**src/rtl/cmd_seq_pkg.sv**
```systemverilog
// Shared types and constants for the command RAM packet sequencer.
package cmd_seq_pkg;

  localparam int DEF_ADDR_W = 6;
  localparam int DEF_DATA_W = 32;

  // The length field lives in the low ADDR_W bits of the header word.
  localparam int LEN_LSB = 0;
  localparam int LEN_MSB = DEF_ADDR_W - 1;

  typedef enum logic [2:0] {
    IDLE,
    HDR_RD,
    HDR_WAIT,
    STREAM,
    DRAIN,
    DONE
  } cmd_seq_state_t;

endpackage

```
**src/rtl/cmd_seq_skid_fifo.sv**
```systemverilog
// Two-entry synchronous FIFO on the RAM return path; the head entry is
// presented straight from storage registers.
module cmd_seq_skid_fifo #(
  parameter int W = 34
) (
  input  logic         i_clk,
  input  logic         i_rst_n,
  input  logic         i_push,
  input  logic [W-1:0] i_data,
  input  logic         i_pop,
  output logic [W-1:0] o_data,
  output logic         o_valid,
  output logic [1:0]   o_count
);

  logic [W-1:0] r_mem [2];
  logic         r_wr_ptr;
  logic         r_rd_ptr;
  logic [1:0]   r_count;

  logic         w_pop;
  logic         w_push;

  assign w_pop  = i_pop & (r_count != 2'd0);
  assign w_push = i_push & ((r_count != 2'd2) | w_pop);

  always_ff @(posedge i_clk or negedge i_rst_n) begin
    if (!i_rst_n) begin
      r_mem[0] <= '0;
      r_mem[1] <= '0;
      r_wr_ptr <= 1'b0;
      r_rd_ptr <= 1'b0;
      r_count  <= 2'd0;
    end else begin
      if (w_push) begin
        r_mem[r_wr_ptr] <= i_data;
        r_wr_ptr        <= ~r_wr_ptr;
      end
      if (w_pop) begin
        r_rd_ptr <= ~r_rd_ptr;
      end
      r_count <= r_count + {1'b0, w_push} - {1'b0, w_pop};
    end
  end

  assign o_data  = r_mem[r_rd_ptr];
  assign o_valid = (r_count != 2'd0);
  assign o_count = r_count;

endmodule

```
**src/rtl/cmd_ram_sequencer.sv**
```systemverilog
// Command RAM packet sequencer: reads a length header at the start address,
// then streams that many payload words onto an Avalon-ST source.
module cmd_ram_sequencer
  import cmd_seq_pkg::*;
#(
  parameter int ADDR_W = DEF_ADDR_W,
  parameter int DATA_W = DEF_DATA_W
) (
  input  logic              i_clk,
  input  logic              i_rst_n,
  input  logic              i_send_cmd,
  input  logic [ADDR_W-1:0] i_start_ram_addr,
  input  logic              i_ddr_setup_done,
  output logic              o_ram_rd_en,
  output logic [ADDR_W-1:0] o_ram_rd_addr,
  input  logic [DATA_W-1:0] i_ram_rd_data,
  output logic [DATA_W-1:0] o_st_data,
  output logic              o_st_valid,
  input  logic              i_st_ready,
  output logic              o_st_sop,
  output logic              o_st_eop,
  output logic              o_busy,
  output logic              o_done,
  output logic              o_err_len
);

  localparam logic [ADDR_W-1:0] ONE = ADDR_W'(1);

  cmd_seq_state_t    r_state;
  logic              r_send_cmd_d;
  logic [ADDR_W-1:0] r_addr;
  logic [ADDR_W-1:0] r_len;
  logic [ADDR_W-1:0] r_issue_cnt;
  logic [ADDR_W-1:0] r_out_cnt;
  logic              r_inflight;
  logic              r_inflight_sop;
  logic              r_inflight_eop;
  logic              r_busy;
  logic              r_done;

  logic              w_trigger;
  logic              w_pop;
  logic              w_room;
  logic              w_issue;
  logic              w_last_issue;
  logic              w_last_pop;
  logic [ADDR_W-1:0] w_hdr_len;
  logic [1:0]        w_fifo_count;
  logic [2:0]        w_level;
  logic [DATA_W+1:0] w_head;
  logic              w_head_valid;

  assign w_hdr_len = i_ram_rd_data[LEN_LSB +: ADDR_W];
  assign w_trigger = (r_state == IDLE) & i_send_cmd & ~r_send_cmd_d & i_ddr_setup_done;
  assign w_pop     = w_head_valid & i_st_ready;

  // A read in flight already owns a FIFO slot, so returning data always fits.
  assign w_level      = {1'b0, w_fifo_count} + {2'b00, r_inflight} - {2'b00, w_pop};
  assign w_room       = (w_level < 3'd2);
  assign w_issue      = (r_state == STREAM) & (r_issue_cnt != r_len) & w_room;
  assign w_last_issue = w_issue & (r_issue_cnt == r_len - ONE);
  assign w_last_pop   = w_pop & (r_out_cnt == r_len - ONE);

  always_ff @(posedge i_clk or negedge i_rst_n) begin
    if (!i_rst_n) begin
      r_state        <= IDLE;
      r_send_cmd_d   <= 1'b0;
      r_addr         <= '0;
      r_len          <= '0;
      r_issue_cnt    <= '0;
      r_out_cnt      <= '0;
      r_inflight     <= 1'b0;
      r_inflight_sop <= 1'b0;
      r_inflight_eop <= 1'b0;
      r_busy         <= 1'b0;
      r_done         <= 1'b0;
    end else begin
      r_send_cmd_d   <= i_send_cmd;
      r_done         <= 1'b0;
      r_inflight     <= w_issue;
      r_inflight_sop <= w_issue & (r_issue_cnt == '0);
      r_inflight_eop <= w_last_issue;
      if (w_pop) begin
        r_out_cnt <= r_out_cnt + ONE;
      end
      case (r_state)
        IDLE: begin
          if (w_trigger) begin
            r_addr  <= i_start_ram_addr;
            r_busy  <= 1'b1;
            r_state <= HDR_RD;
          end
        end
        HDR_RD: begin
          r_state <= HDR_WAIT;
        end
        HDR_WAIT: begin
          r_len       <= w_hdr_len;
          r_issue_cnt <= '0;
          r_out_cnt   <= '0;
          if (w_hdr_len == '0) begin
            r_busy  <= 1'b0;
            r_state <= IDLE;
          end else begin
            r_addr  <= r_addr + ONE;
            r_state <= STREAM;
          end
        end
        STREAM: begin
          if (w_issue) begin
            r_addr      <= r_addr + ONE;
            r_issue_cnt <= r_issue_cnt + ONE;
          end
          if (w_last_issue) begin
            r_state <= DRAIN;
          end
        end
        DRAIN: begin
          if (w_last_pop) begin
            r_done  <= 1'b1;
            r_state <= DONE;
          end
        end
        DONE: begin
          r_busy  <= 1'b0;
          r_state <= IDLE;
        end
        default: begin
          r_busy  <= 1'b0;
          r_state <= IDLE;
        end
      endcase
    end
  end

  cmd_seq_skid_fifo #(
    .W(DATA_W + 2)
  ) u_fifo (
    .i_clk   (i_clk),
    .i_rst_n (i_rst_n),
    .i_push  (r_inflight),
    .i_data  ({r_inflight_sop, r_inflight_eop, i_ram_rd_data}),
    .i_pop   (w_pop),
    .o_data  (w_head),
    .o_valid (w_head_valid),
    .o_count (w_fifo_count)
  );

  // The header arrives combinationally in HDR_WAIT, so the length error is decoded there.
  assign o_err_len     = (r_state == HDR_WAIT) & (w_hdr_len == '0);
  assign o_ram_rd_en   = (r_state == HDR_RD) | w_issue;
  assign o_ram_rd_addr = r_addr;
  assign o_st_data     = w_head[DATA_W-1:0];
  assign o_st_valid    = w_head_valid;
  assign o_st_sop      = w_head_valid & w_head[DATA_W+1];
  assign o_st_eop      = w_head_valid & w_head[DATA_W];
  assign o_busy        = r_busy;
  assign o_done        = r_done;

endmodule

```
**config.mk**
```make
export PLATFORM = sky130hd
export DESIGN_NAME = cmd_ram_sequencer
export DESIGN_NICKNAME = d
export VERILOG_FILES = /design/src/rtl/cmd_seq_pkg.sv /design/src/rtl/cmd_seq_skid_fifo.sv /design/src/rtl/cmd_ram_sequencer.sv
export SDC_FILE = /design/constraint.sdc
export NUM_CORES = 1
export LEC_CHECK = 0
export ABC_AREA = 1
export BUFFER_PORTS_ARGS = -buffer_cell sky130_fd_sc_hd__clkbuf_2
export CORE_MARGIN = 4
export CORE_UTILIZATION = 30
export DETAILED_ROUTE_END_ITERATION = 6
export HOLD_SLACK_MARGIN = 0.02
export SLEW_MARGIN = 20
export SYNTH_ARGS = -nofsm -noshare
export SYNTH_HDL_FRONTEND = slang
export SYNTH_SLANG_ARGS = --single-unit
```
**constraint.sdc**
```tcl
create_clock -name i_clk -period 3.1 [get_ports i_clk]
set_input_delay 0.465 -clock i_clk [delete_from_list [all_inputs] [get_ports i_clk]]
set_output_delay 0.465 -clock i_clk [all_outputs]
set_load 0.005 [all_outputs]
```
---- Yosys cells after proc, flatten, opt, wreduce, memory -nomap -nowiden ----
Cells that the tools add are included.
storage, ports and cells
  register bits ........................... 105
  latch bits .............................. 0
  memory bits (writable) .................. 0
  memory bits (read-only) ................. 0
  input port bits ......................... 43
  output and inout bits ................... 45
  memories ................................ 0
cells by class
  $add $sub $neg .......................... 8
  multiply operators ...................... 0
  divide/modulo/power cells ............... 0
  magnitude comparators ................... 4
  eq/ne operators ......................... 14
  shift operators ......................... 0
  muxes and demuxes ....................... 24
  bitwise logic cells ..................... 22
  reduce and logical (&&, ||, !) cells .... 13
operators by type and width
  cell                                                                 number
  34-bit 2-to-1 mux                                                    4
  68-bit bitwise mux                                                   1
  6-bit 2-to-1 mux                                                     6
  34-bit demux with 1-bit select                                       1
  6-bit by 1-bit adder with 6-bit output (second input constant)       3
  6-bit case mux with 3 select lines                                   1
  3-bit case mux with 5 select lines                                   1
  1-bit AND                                                            14
  2-bit != test (second input constant)                                7
  6-bit == test                                                        2
  6-bit zero test                                                      2
  6-bit case mux with 2 select lines                                   1
  3-bit 2-to-1 mux                                                     3
  3-bit by 2-bit == test with 1-bit output (second input constant)     2
  6-bit != test                                                        1
  3-bit AND reduction                                                  2
  2-bit nonzero test                                                   3
  6-bit by 1-bit subtractor with 6-bit output (second input constant)  1
  2-bit greater-or-equal comparator (second input constant)            2
  1-bit 2-to-1 mux                                                     4
  1-bit inverter                                                       4
  1-bit inverter with 2-bit output                                     2
  4-bit AND reduction                                                  1
  2-bit by 1-bit adder with 3-bit output                               1
  15 further kinds                                                     16

---- Longest topological paths before layout ----
Gate-level depths: netlist (run 1).
  depth after elaboration ................. 8
  depth in mapped cells ................... 16

---- Modules after synthesis ----
A second synthesis (run 1) with hierarchy kept.
unflattened totals
  cell total of the unflattened synthesis .. 733
  area, all modules ....................... 5655.4 µm²
by module, submodules not included
  module             times used  cells each  area an instance (µm²)
  cmd_seq_skid_fifo  1           436         3483.3
  cmd_ram_sequencer  1           297         2172.1

---- Worst setup path after synthesis (run 1) ----
No wires, ideal clock.
  path type ............................... register to output
  start point ............................. register u_fifo.r_count[1] (netlist: u_fifo.o_count[1])
  end point ............................... output o_ram_rd_en
  arrival ................................. 2133 ps
  required time ........................... 2635 ps
  setup slack ............................. 502 ps
  cell stages (with the launch flop) ...... 12
  cell sequence ........................... dfrtp_1 > nor2_1 > nor2_2 > ha_1 > inv_1 > nand2_1 > fa_1 > xnor2_1 > nand3_1 > a21oi_4 > inv_4 > o21ai_0
on the way
  longest elaborated chain between the ends .. 6
  elaborated cells between the ends (all ways) .. 7
  classes of those cells .................. add/sub (2); order compare (1); bitwise (3); reduce/logical (1)
RTL lines
  what                                                                            line                      RTL
  from (decl)                                                                     cmd_seq_skid_fifo.sv:19   logic [1:0] r_count;
  from (signal assigned)                                                          cmd_seq_skid_fifo.sv:42   r_count <= r_count + {1'b0, w_push} - {1'b0, w_pop};
  branches (longest 2 deep; another with 2-bit by 1-bit adder with 3-bit output)  -
  3-bit by 1-bit subtractor with 3-bit output *                                   cmd_ram_sequencer.sv:58   assign w_level = {1'b0, w_fifo_count} + {2'b00, r_inflight} - {2'b00, w_pop};
  3-bit by 2-bit < comparator with 1-bit output *                                 cmd_ram_sequencer.sv:59   assign w_room = (w_level < 3'd2);
  1-bit AND *                                                                     cmd_ram_sequencer.sv:60   assign w_issue = (r_state == STREAM) & (r_issue_cnt != r_len) & w_room;
  via w_issue                                                                     cmd_ram_sequencer.sv:44   logic w_issue;
  1-bit OR *                                                                      cmd_ram_sequencer.sv:151  assign o_ram_rd_en = (r_state == HDR_RD) | w_issue;
  to (decl)                                                                       cmd_ram_sequencer.sv:14   output logic o_ram_rd_en,
Mark *: on every way through the listed nets, which the timed path passes.

---- Worst setup path after layout (run 1) ----
Ends and elaborated chain as after synthesis.

==> impl_metrics.json, run 1 <==
{
  "peakVddDrop_uv": 423,
  "syn_inst": 677,
  "dp_hpwl_um": 8690,
  "criticalPathCategory": "reg2out",
  "rr_worst_depth": 12,
  "grt.total_usage": 0.130,
  "ys_seq_area_frac": 0.498,
  "die-area_sq_um": 19800,
  "use_met2": 0.208,
  "drtPass1Iterations": 4,
  "antenna_found_initial": 0,
  "synth-seq-cells": 105,
  "clk_pin_slew_ns": 0.07,
  "layout_common_cells": "258 x nand2_1, 104 x dfrtp_1, 85 x clkbuf_2",
  "final-setup-viol-count": 0,
  "leakage_nw": 3.39,
  "grt_pass1_vias": 4189,
  "tightest_slew_ns": 0.849,
  "ctsHoldBuffers": 0,
  "postSynthAreaPerCell_sq_um": 7.79,
  "fin_crit_sh": 0.949,
  "root_buffer": "clkbuf_16",
  "pin_count": 88,
  "area_delta_synth_final_pct": 19.7,
  "cts-htree-levels": 3,
  "hold_ws_ns": 0.209,
  "grt-ovfl-total": 0,
  "fill_cells": 1861,
  "yosys_warnings": 0,
  "power.share.sequential": 0.360,
  "register_area_sq_um": 2630,
  "clkLatencyLatePin_ns": 0.34,
  "final_common_cell": "nand2_1",
  "vias": 4416,
  "finalMaxSlewViolations": 0,
  "row_count": 48,
  "rrSetupSlack_ns": 0.66,
  "drt_iter0_markers": 271,
  "multiInputGateArea_sq_um": 2250,
  "yosys-top-cells-area": "dfrtp_1 50%, nand2_1 18%, o21ai_0 7.8%",
  "drt_wl_total_um": 12400,
  "status": "finished, final reports clean",
  "vias_per_cell": 4.47,
  "antenna_cells": 0,
  "gp_congestion": 0.851,
  "final_layout_size_suffix_gt1_frac": 0.200,
  "port_buffers": 87,
  "netlist_area_sq_um": 5270,
  "finalSetupTns_ns": 0,
  "max_freq_ghz": 0.340,
  "grtUsageMet1": 0.183,
  "initial_core_util": 0.306,
  "cp.arrival_ns": 2.48,
  "busiest_layer": "met2",
  "layout_min_cycle_time_ns": 2.94,
  "grt_pass1_wl_um": 21000,
  "startpoint_type": "register",
  "use_met3": 0.0258,
  "die_y_um": 141,
  "hold_viol": 0,
  "cts_sinks": 105,
  "core_sq_um": 17200,
  "reg2reg_from": "u_fifo.o_count[1]",
  "maxCapViolCount": 0,
  "drcViolationCount": 0,
  "cts_buffers": 9,
  "drt-wirelength-per-cell_um": 12.5,
  "sw_frac_of_total": 0.414,
  "die_w_um": 141,
  "synth_cell_types": 38,
  "cp-end-kind": "primary output",
  "p_per_area_nw_per_um2": 1030,
  "share_comb_of_total_power": 0.446,
  "clock_power_share": 0.193,
  "synth.top_cell.area_share": 0.498,
  "hold_class": "in2async",
  "postRouteAntennaNets": 0,
  "skew_ns": 0.00745,
  "postLayoutCoreUtil": 0.366,
  "p_switching_mw": 2.69,
  "yosys.area.top_type": "dfrtp_1",
  "clock_tree.buffer_depth": 2,
  "synth_nets": 729,
  "rsz0062_at_grt": "no",
  "internal_power_mw": 3.80,
  "grt_start_max_net_pins": 69,
  "place_area_sq_um": 5950,
  "cp.required_ns": 2.63,
  "cts_tree": "yes",
  "r2r-end": "r_state[1]",
  "finalPower_mw": 6.49,
  "slew_headroom": 0.431,
  "fin_nets": 811,
  "design_area_sq_um": 6310,
  "crit_fanout": 5
}
final cells by class:
| type | instances | area share |
|---|---|---|
| Clock buffer | 11 | 0.0385 |
| Timing Repair Buffer | 97 | 0.0833 |
| Multi-Input combinational cell | 469 | 0.357 |
| Clock inverter | 5 | 0.0135 |
| Tap cell | 225 | 0.0446 |
| Sequential cell | 105 | 0.416 |
| Inverter | 77 | 0.0470 |
synth_stat cells (all sizes together):
library cell and count:
a211oi 1, a21oi 8, a31oi 1, and3 1, buf 9, clkbuf 17
clkinv 2, dfrtp 105, fa 1, ha 8, inv 75, nand2 271
nand3 25, nand3b 1, nand4 7, nor2 32, nor3 2, nor4 3
o211ai 1, o21ai 92, o31ai 1, or2 2, xnor2 4, xor2 8
worst max path at each step:
stage | from | endpoint | slack [ns]
after floorplan | u_fifo.o_count[1] | o_ram_rd_en | 0.50
after global placement | i_st_ready | o_ram_rd_en | 0.38
after detailed placement | u_fifo.o_count[1] | o_ram_rd_en | 0.25
after CTS | u_fifo.o_count[1] | o_ram_rd_en | 0.02
after global routing | u_fifo.o_count[1] | o_ram_rd_en | 0.006
final | u_fifo.o_count[1] | o_ram_rd_en | 0.16
sequential cells by signal (all words and copies together) (netlist names):
register         flops
r_issue_cnt          6
r_state              3
r_out_cnt            6
r_inflight           1
o_ram_rd_addr        6
u_fifo.r_rd_ptr      1
o_busy               1
u_fifo.r_wr_ptr      1
r_len                6
r_inflight_eop       1
r_send_cmd_d         1
u_fifo.o_count       2
r_inflight_sop       1
u_fifo.r_mem        68
o_done               1
metrics by stage:
step                      worst slack (ns)  instances
after CTS                           0.0205        989
after global routing               0.00609        989
after floorplan                      0.502        677
after detailed placement             0.250        971
final                                0.158        989
after global placement               0.377        971
cells by family (layout without fill, tap and decap cells):
kind of cell               count (synthesis)  count (layout)  synth area share
and+or+nand+nor                          344             344             0.274
DFF                                      105             105             0.498
AOI/OAI and AO/OA                        104             104             0.106
buffers and inverters                    103             190            0.0793
xor gates and xnor gates                  12              12            0.0199
adders and majority gates                  9               9            0.0228
worst max-delay path, stage by stage, from the launching register on:
cell and delay (ns):
dfrtp_2 0.43, nor2_4 0.12, nor2_2 0.05, ha_1 0.30, inv_2 0.07, nand2_1 0.06, fa_2 0.53, nand3_2 0.09
a21oi_4 0.16, inv_4 0.07, o21ai_0 0.09, buf_2 0.15
metal layers:
metal | routed length (um) | up-vias
met4 | 113 | 0
met5 | 0 | -
met2 | 5650 | 78
met3 | 543 | 12
li1 | - | 2283
met1 | 6080 | 2043
power by group through the flow:
stage	clock [mW]	combinational, mW	sequential (mW)
floorplan	0	2.09	2.26
global placement	0	2.83	2.35
detailed placement	0	2.89	2.36
CTS	1.30	2.93	2.33
global route	1.36	3.37	2.41
finish	1.25	2.90	2.34
repair_timing:
item / in CTS / in global routing
setup buffers: 2 / 0
endpoints found under the setup margin: 1 / 1
pin swaps: 1 / 2
resized for setup: 2 / 6
(Power assumes the default switching activity.)
==> inputs of run 2 (changes only) <==
SETUP_SLACK_MARGIN = 0.2   (was unset)
==> impl_metrics.json, run 2 (synthesis results as in run 1) <==
{
  "status": "finished, final reports clean",
  "slew_headroom": 0.448,
  "final_common_cell": "nand2_1",
  "initial_core_util": 0.306,
  "vias": 4429,
  "skew_ns": 0.00775,
  "crit_chain": "nor2_4, nor2_2, ha_1, inv_2, nand2_1, fa_2, nand3_2, a21oi_4, inv_4, o21ai_2, buf_2",
  "final-setup-viol-count": 0,
  "root_buffer": "clkbuf_16",
  "antenna_cells": 0,
  "cp-end-kind": "primary output",
  "drt_wl_total_um": 12500,
  "area_delta_synth_final_pct": 20.2,
  "postLayoutCoreUtil": 0.368,
  "hold_class": "in2async",
  "drt_iter0_markers": 290,
  "clock_tree.buffer_depth": 2,
  "peakVddDrop_uv": 423,
  "fill_cells": 1858,
  "drcViolationCount": 0,
  "hold_viol": 0,
  "cts_buffers": 9,
  "port_buffers": 87,
  "tightest_slew_ns": 0.828,
  "criticalPathCategory": "reg2out",
  "grt_pass1_vias": 4198,
  "antenna_found_initial": 0,
  "dp_hpwl_um": 8690,
  "grt_pass1_wl_um": 21000,
  "grt-ovfl-total": 0,
  "drtPass1Iterations": 4,
  "die_y_um": 141,
  "largest_register": "u_fifo.r_mem",
  "cp.required_ns": 2.63,
  "dp_slack_ns": 0.250,
  "clkLatencyLatePin_ns": 0.35,
  "maxCapViolCount": 0,
  "sw_frac_of_total": 0.414,
  "postRouteAntennaNets": 0,
  "vias_per_cell": 4.46,
  "cts-htree-levels": 3,
  "cts_tree": "yes",
  "p_per_area_nw_per_um2": 1030,
  "clk_pin_slew_ns": 0.07,
  "drt-wirelength-per-cell_um": 12.6,
  "power.share.sequential": 0.358,
  "p_switching_mw": 2.71,
  "max_freq_ghz": 0.352,
  "share_comb_of_total_power": 0.450,
  "row_count": 48,
  "die-area_sq_um": 19800,
  "core_sq_um": 17200,
  "cp_slowest_stage_delay_ns": 0.53,
  "grt.total_usage": 0.130,
  "clock_power_share": 0.192,
  "crit_fanout": 2,
  "cp_slowest_cell": "fa_2",
  "hold_ws_ns": 0.209,
  "pin_count": 88,
  "cp.arrival_ns": 2.38,
  "finalMaxSlewViolations": 0,
  "fin_nets": 814,
  "fin_crit_sh": 0.917,
  "finalSetupTns_ns": 0,
  "rsz0062_at_grt": "yes",
  "grt_start_max_net_pins": 69,
  "internal_power_mw": 3.83,
  "ctsHoldBuffers": 0,
  "layout_common_cells": "258 x nand2_1, 104 x dfrtp_1, 85 x clkbuf_2",
  "leakage_nw": 3.40,
  "cts_sinks": 105,
  "largest_reg_flops": 68,
  "gp_congestion": 0.851,
  "setup_ws_ns": 0.259,
  "startpoint_type": "register",
  "final_layout_size_suffix_gt1_frac": 0.205,
  "die_w_um": 141,
  "layout_min_cycle_time_ns": 2.84
}
==> run 2: timing repair <==
action | 4_1_cts | 5_1_grt
pin swaps | 2 | 4
gates resized for setup | 7 | 3
buffers inserted | 3 | 2
setup endpoints to repair | 1 | 1
hold endpoints to repair | 0 | 0
==> run 2: final cells by class <==
cell class,instances,area (sq um),area share
clock inverter,5,85.1,0.0134
inverter,77,297,0.0468
multi-input combinational,469,2260,0.356
clock buffer,11,243,0.0383
sequential,105,2630,0.415
tap,225,282,0.0444
timing repair buffer,100,548,0.0865
==> run 2: power groups by stage <==
stage | clock network (mW) | registers, mW | logic (mW)
after floorplan | 0 | 2.26 | 2.09
after global placement | 0 | 2.35 | 2.83
after detailed placement | 0 | 2.36 | 2.89
after CTS | 1.30 | 2.34 | 2.95
after global routing | 1.36 | 2.42 | 3.41
final | 1.25 | 2.34 | 2.94
==> run 2: worst paths after layout <==
| path | depth (start not counted) | startpoint | slack, ns | endpoint |
|---|---|---|---|---|
| max | 11 | u_fifo.o_count[0] | 0.26 | o_ram_rd_en |
| min | 1 | i_rst_n | 0.21 | u_fifo.r_mem[41] |
| max reg2reg | 15 | u_fifo.o_count[0] | 0.65 | r_issue_cnt[3] |
| min reg2reg | 2 | o_busy | 0.48 | o_busy |
| max in group asynchronous | 2 | i_rst_n | 2.19 | u_fifo.r_mem[14] |
| min in group i_clk | 1 | i_send_cmd | 0.24 | r_send_cmd_d |
==> run 2: per-layer routing <==
| metal | wire, um | part of all wire | track usage | vias to the layer above |
|---|---|---|---|---|
| li1 | - | - | - | 2286 |
| met1 | 6070 | 0.49 | 0.182 | 2052 |
| met2 | 5730 | 0.46 | 0.208 | 79 |
| met3 | 550 | 0.044 | 0.0258 | 12 |
| met4 | 113 | 0.0091 | 0.0291 | 0 |
| met5 | 0 | 0 | 0 | - |
==> run 2: stage by stage <==
step / cells / area, sq um / power [mW]
3_3_place_gp: 971 / 5950 / 5.19
6_report: 992 / 6340 / 6.54
4_1_cts: 990 / 6310 / 6.59
3_5_place_dp: 971 / 5950 / 5.25
2_1_floorplan: 677 / 5270 / 4.34
5_1_grt: 992 / 6340 / 7.18
==> run 2: worst max-delay path: cells and delay by family (launching register included) <==
kind,cells,cell delay (ns)
compound gates,2,0.21
fa+ha+maj,2,0.83
simple gates,4,0.34
flops,1,0.41
buf+inv,3,0.24
==> inputs of run 3 (changes only) <==
--- a/config.mk
+++ b/config.mk
@@ -10,3 +10,3 @@
 export CORE_MARGIN = 4
-export CORE_UTILIZATION = 30
+export CORE_UTILIZATION = 40
 export DETAILED_ROUTE_END_ITERATION = 6
--- a/constraint.sdc
+++ b/constraint.sdc
@@ -3,2 +3,2 @@
 set_output_delay 0.465 -clock i_clk [all_outputs]
-set_load 0.005 [all_outputs]
+set_load 0.01 [all_outputs]
==> impl_metrics.json, run 3 (synthesis results as in run 1) <==
{
  "pin_count": 88,
  "r2r-end": "o_ram_rd_addr[1]",
  "fin_nets": 811,
  "share_comb_of_total_power": 0.472,
  "drt_wl_total_um": 12300,
  "drt_iter0_markers": 365,
  "skew_ns": 0.00762,
  "final_layout_size_suffix_gt1_frac": 0.205,
  "startpoint_type": "register",
  "clock_power_share": 0.169,
  "port_buffers": 87,
  "maxCapViolCount": 0,
  "grt-ovfl-total": 0,
  "antenna_cells": 0,
  "finalSetupTns_ns": 0,
  "grt.total_usage": 0.172,
  "p_switching_mw": 2.86,
  "slew_headroom": 0.484,
  "max_freq_ghz": 0.351,
  "fin_crit_sh": 0.918,
  "hold_class": "in2async",
  "leakage_nw": 3.38,
  "postRouteAntennaNets": 0,
  "root_buffer": "clkbuf_16",
  "clkLatencyLatePin_ns": 0.35,
  "dp_hpwl_um": 8600,
  "largest_reg_flops": 68,
  "final-setup-viol-count": 0,
  "die-area_sq_um": 15100,
  "finalMaxSlewViolations": 0,
  "vias_per_cell": 4.83,
  "clk_pin_slew_ns": 0.07,
  "layout_common_cells": "257 x nand2_1, 104 x dfrtp_1, 85 x clkbuf_2",
  "tightest_slew_ns": 0.775,
  "cp-end-kind": "primary output",
  "hold_viol": 0,
  "die_w_um": 123,
  "rrSetupSlack_ns": 0.64,
  "critPathLaunch": "u_fifo.o_count[1]",
  "cp-endpoint": "o_ram_rd_en",
  "cts_tree": "yes",
  "p_per_area_nw_per_um2": 1050,
  "die_y_um": 123,
  "antenna_found_initial": 0,
  "rsz0062_at_grt": "yes",
  "internal_power_mw": 3.69,
  "cp.arrival_ns": 2.38,
  "drt-wirelength-per-cell_um": 13.1,
  "final_common_cell": "nand2_1",
  "criticalPathCategory": "reg2out",
  "clock_tree.buffer_depth": 2,
  "crit_fanout": 2,
  "row_count": 41,
  "layout_min_cycle_time_ns": 2.85,
  "grt_start_max_net_pins": 61,
  "cts_sinks": 105,
  "hold_ws_ns": 0.199,
  "peakVddDrop_uv": 474,
  "sw_frac_of_total": 0.437,
  "reg2reg_from": "u_fifo.o_count[1]",
  "cts_buffers": 9,
  "initial_core_util": 0.413,
  "core_sq_um": 12800,
  "power.share.sequential": 0.358,
  "cts-htree-levels": 3,
  "grt_pass1_vias": 4305,
  "area_delta_synth_final_pct": 18.6,
  "rr_worst_depth": 16,
  "drcViolationCount": 0,
  "cp.required_ns": 2.63,
  "drtPass1Iterations": 5,
  "largest_register": "u_fifo.r_mem",
  "status": "finished, final reports clean",
  "vias": 4517,
  "grt_pass1_wl_um": 20700,
  "gp_congestion": 0.872
}
-- run 3: cell types whose count changed in the layout (fill, tap and decap cells not counted), sizes merged --
| cell | previous run | this run |
|---|---|---|
| buf | 15 | 12 |
| clkinvlp | 1 | 3 |
| inv | 77 | 76 |
| bufinv | 2 | 0 |
| clkinv | 2 | 3 |
-- run 3: layer usage --
metal | part of all wire | routed length [um] | up-vias | GRT usage
met1 | 0.47 | 5800 | 2111 | 0.235
li1 | - | - | 2287 | -
met4 | 0.0089 | 110 | 0 | 0.0392
met5 | 0 | 0 | - | 0
met3 | 0.043 | 532 | 9 | 0.0419
met2 | 0.48 | 5860 | 110 | 0.278
-- run 3: layout make-up --
class	instances	area (sq um)
clock inverter	5	38.8
multi-input combinational	469	2280
fill	1264	6520
clock buffer	11	253
tap	172	215
inverter	77	299
sequential	105	2630
timing repair buffer	97	538
-- run 3: timing repair --
item | CTS | global route
pin swaps | 3 | 5
hold buffers | 0 | 0
resized for setup | 7 | 8
setup endpoints to repair | 1 | 1
buffers inserted | 3 | 0
-- run 3: worst max-delay path, stage by stage, from the launching register on --
cell	delay [ns]
dfrtp_2	0.42
nor2_4	0.14
nor2_4	0.05
ha_4	0.24
inv_4	0.06
nand2_4	0.04
fa_2	0.40
xnor2_2	0.18
nand3_2	0.10
a21oi_4	0.16
inv_4	0.05
o21ai_2	0.04
buf_2	0.13
-- run 3: stage by stage --
stage | setup slack (ns) | power [mW] | cells | cell area, sq um | utilization
6_report | 0.254 | 6.56 | 936 | 6250 | 0.490
3_3_place_gp | 0.402 | 5.27 | 917 | 5880 | 0.461
2_1_floorplan | 0.453 | 4.48 | 677 | 5270 | -
3_5_place_dp | 0.294 | 5.38 | 917 | 5880 | 0.461
5_1_grt | 0.136 | 7.19 | 936 | 6250 | 0.490
4_1_cts | 0.207 | 6.58 | 936 | 6220 | 0.487
-- run 3: worst min path at each step --
stage | depth (start not counted) | from | endpoint | slack, ns
6_report | 1 | i_rst_n | u_fifo.r_mem[41] | 0.20
5_1_grt | 1 | i_send_cmd | r_send_cmd_d | 0.22
4_1_cts | 1 | i_rst_n | u_fifo.r_mem[0] | 0.23
3_5_place_dp | 2 | u_fifo.r_mem[3] | u_fifo.r_mem[3] | 0.47
3_3_place_gp | 2 | o_busy | o_busy | 0.46
2_1_floorplan | 0 | i_rst_n | o_busy | 0.17
-- run 3: power by group through the flow --
stage	Combinational, mW	Clock, mW	Sequential [mW]
global placement	2.92	0	2.34
detailed placement	3.02	0	2.36
finish	3.10	1.11	2.35
global route	3.56	1.21	2.43
CTS	3.10	1.15	2.34
floorplan	2.20	0	2.27
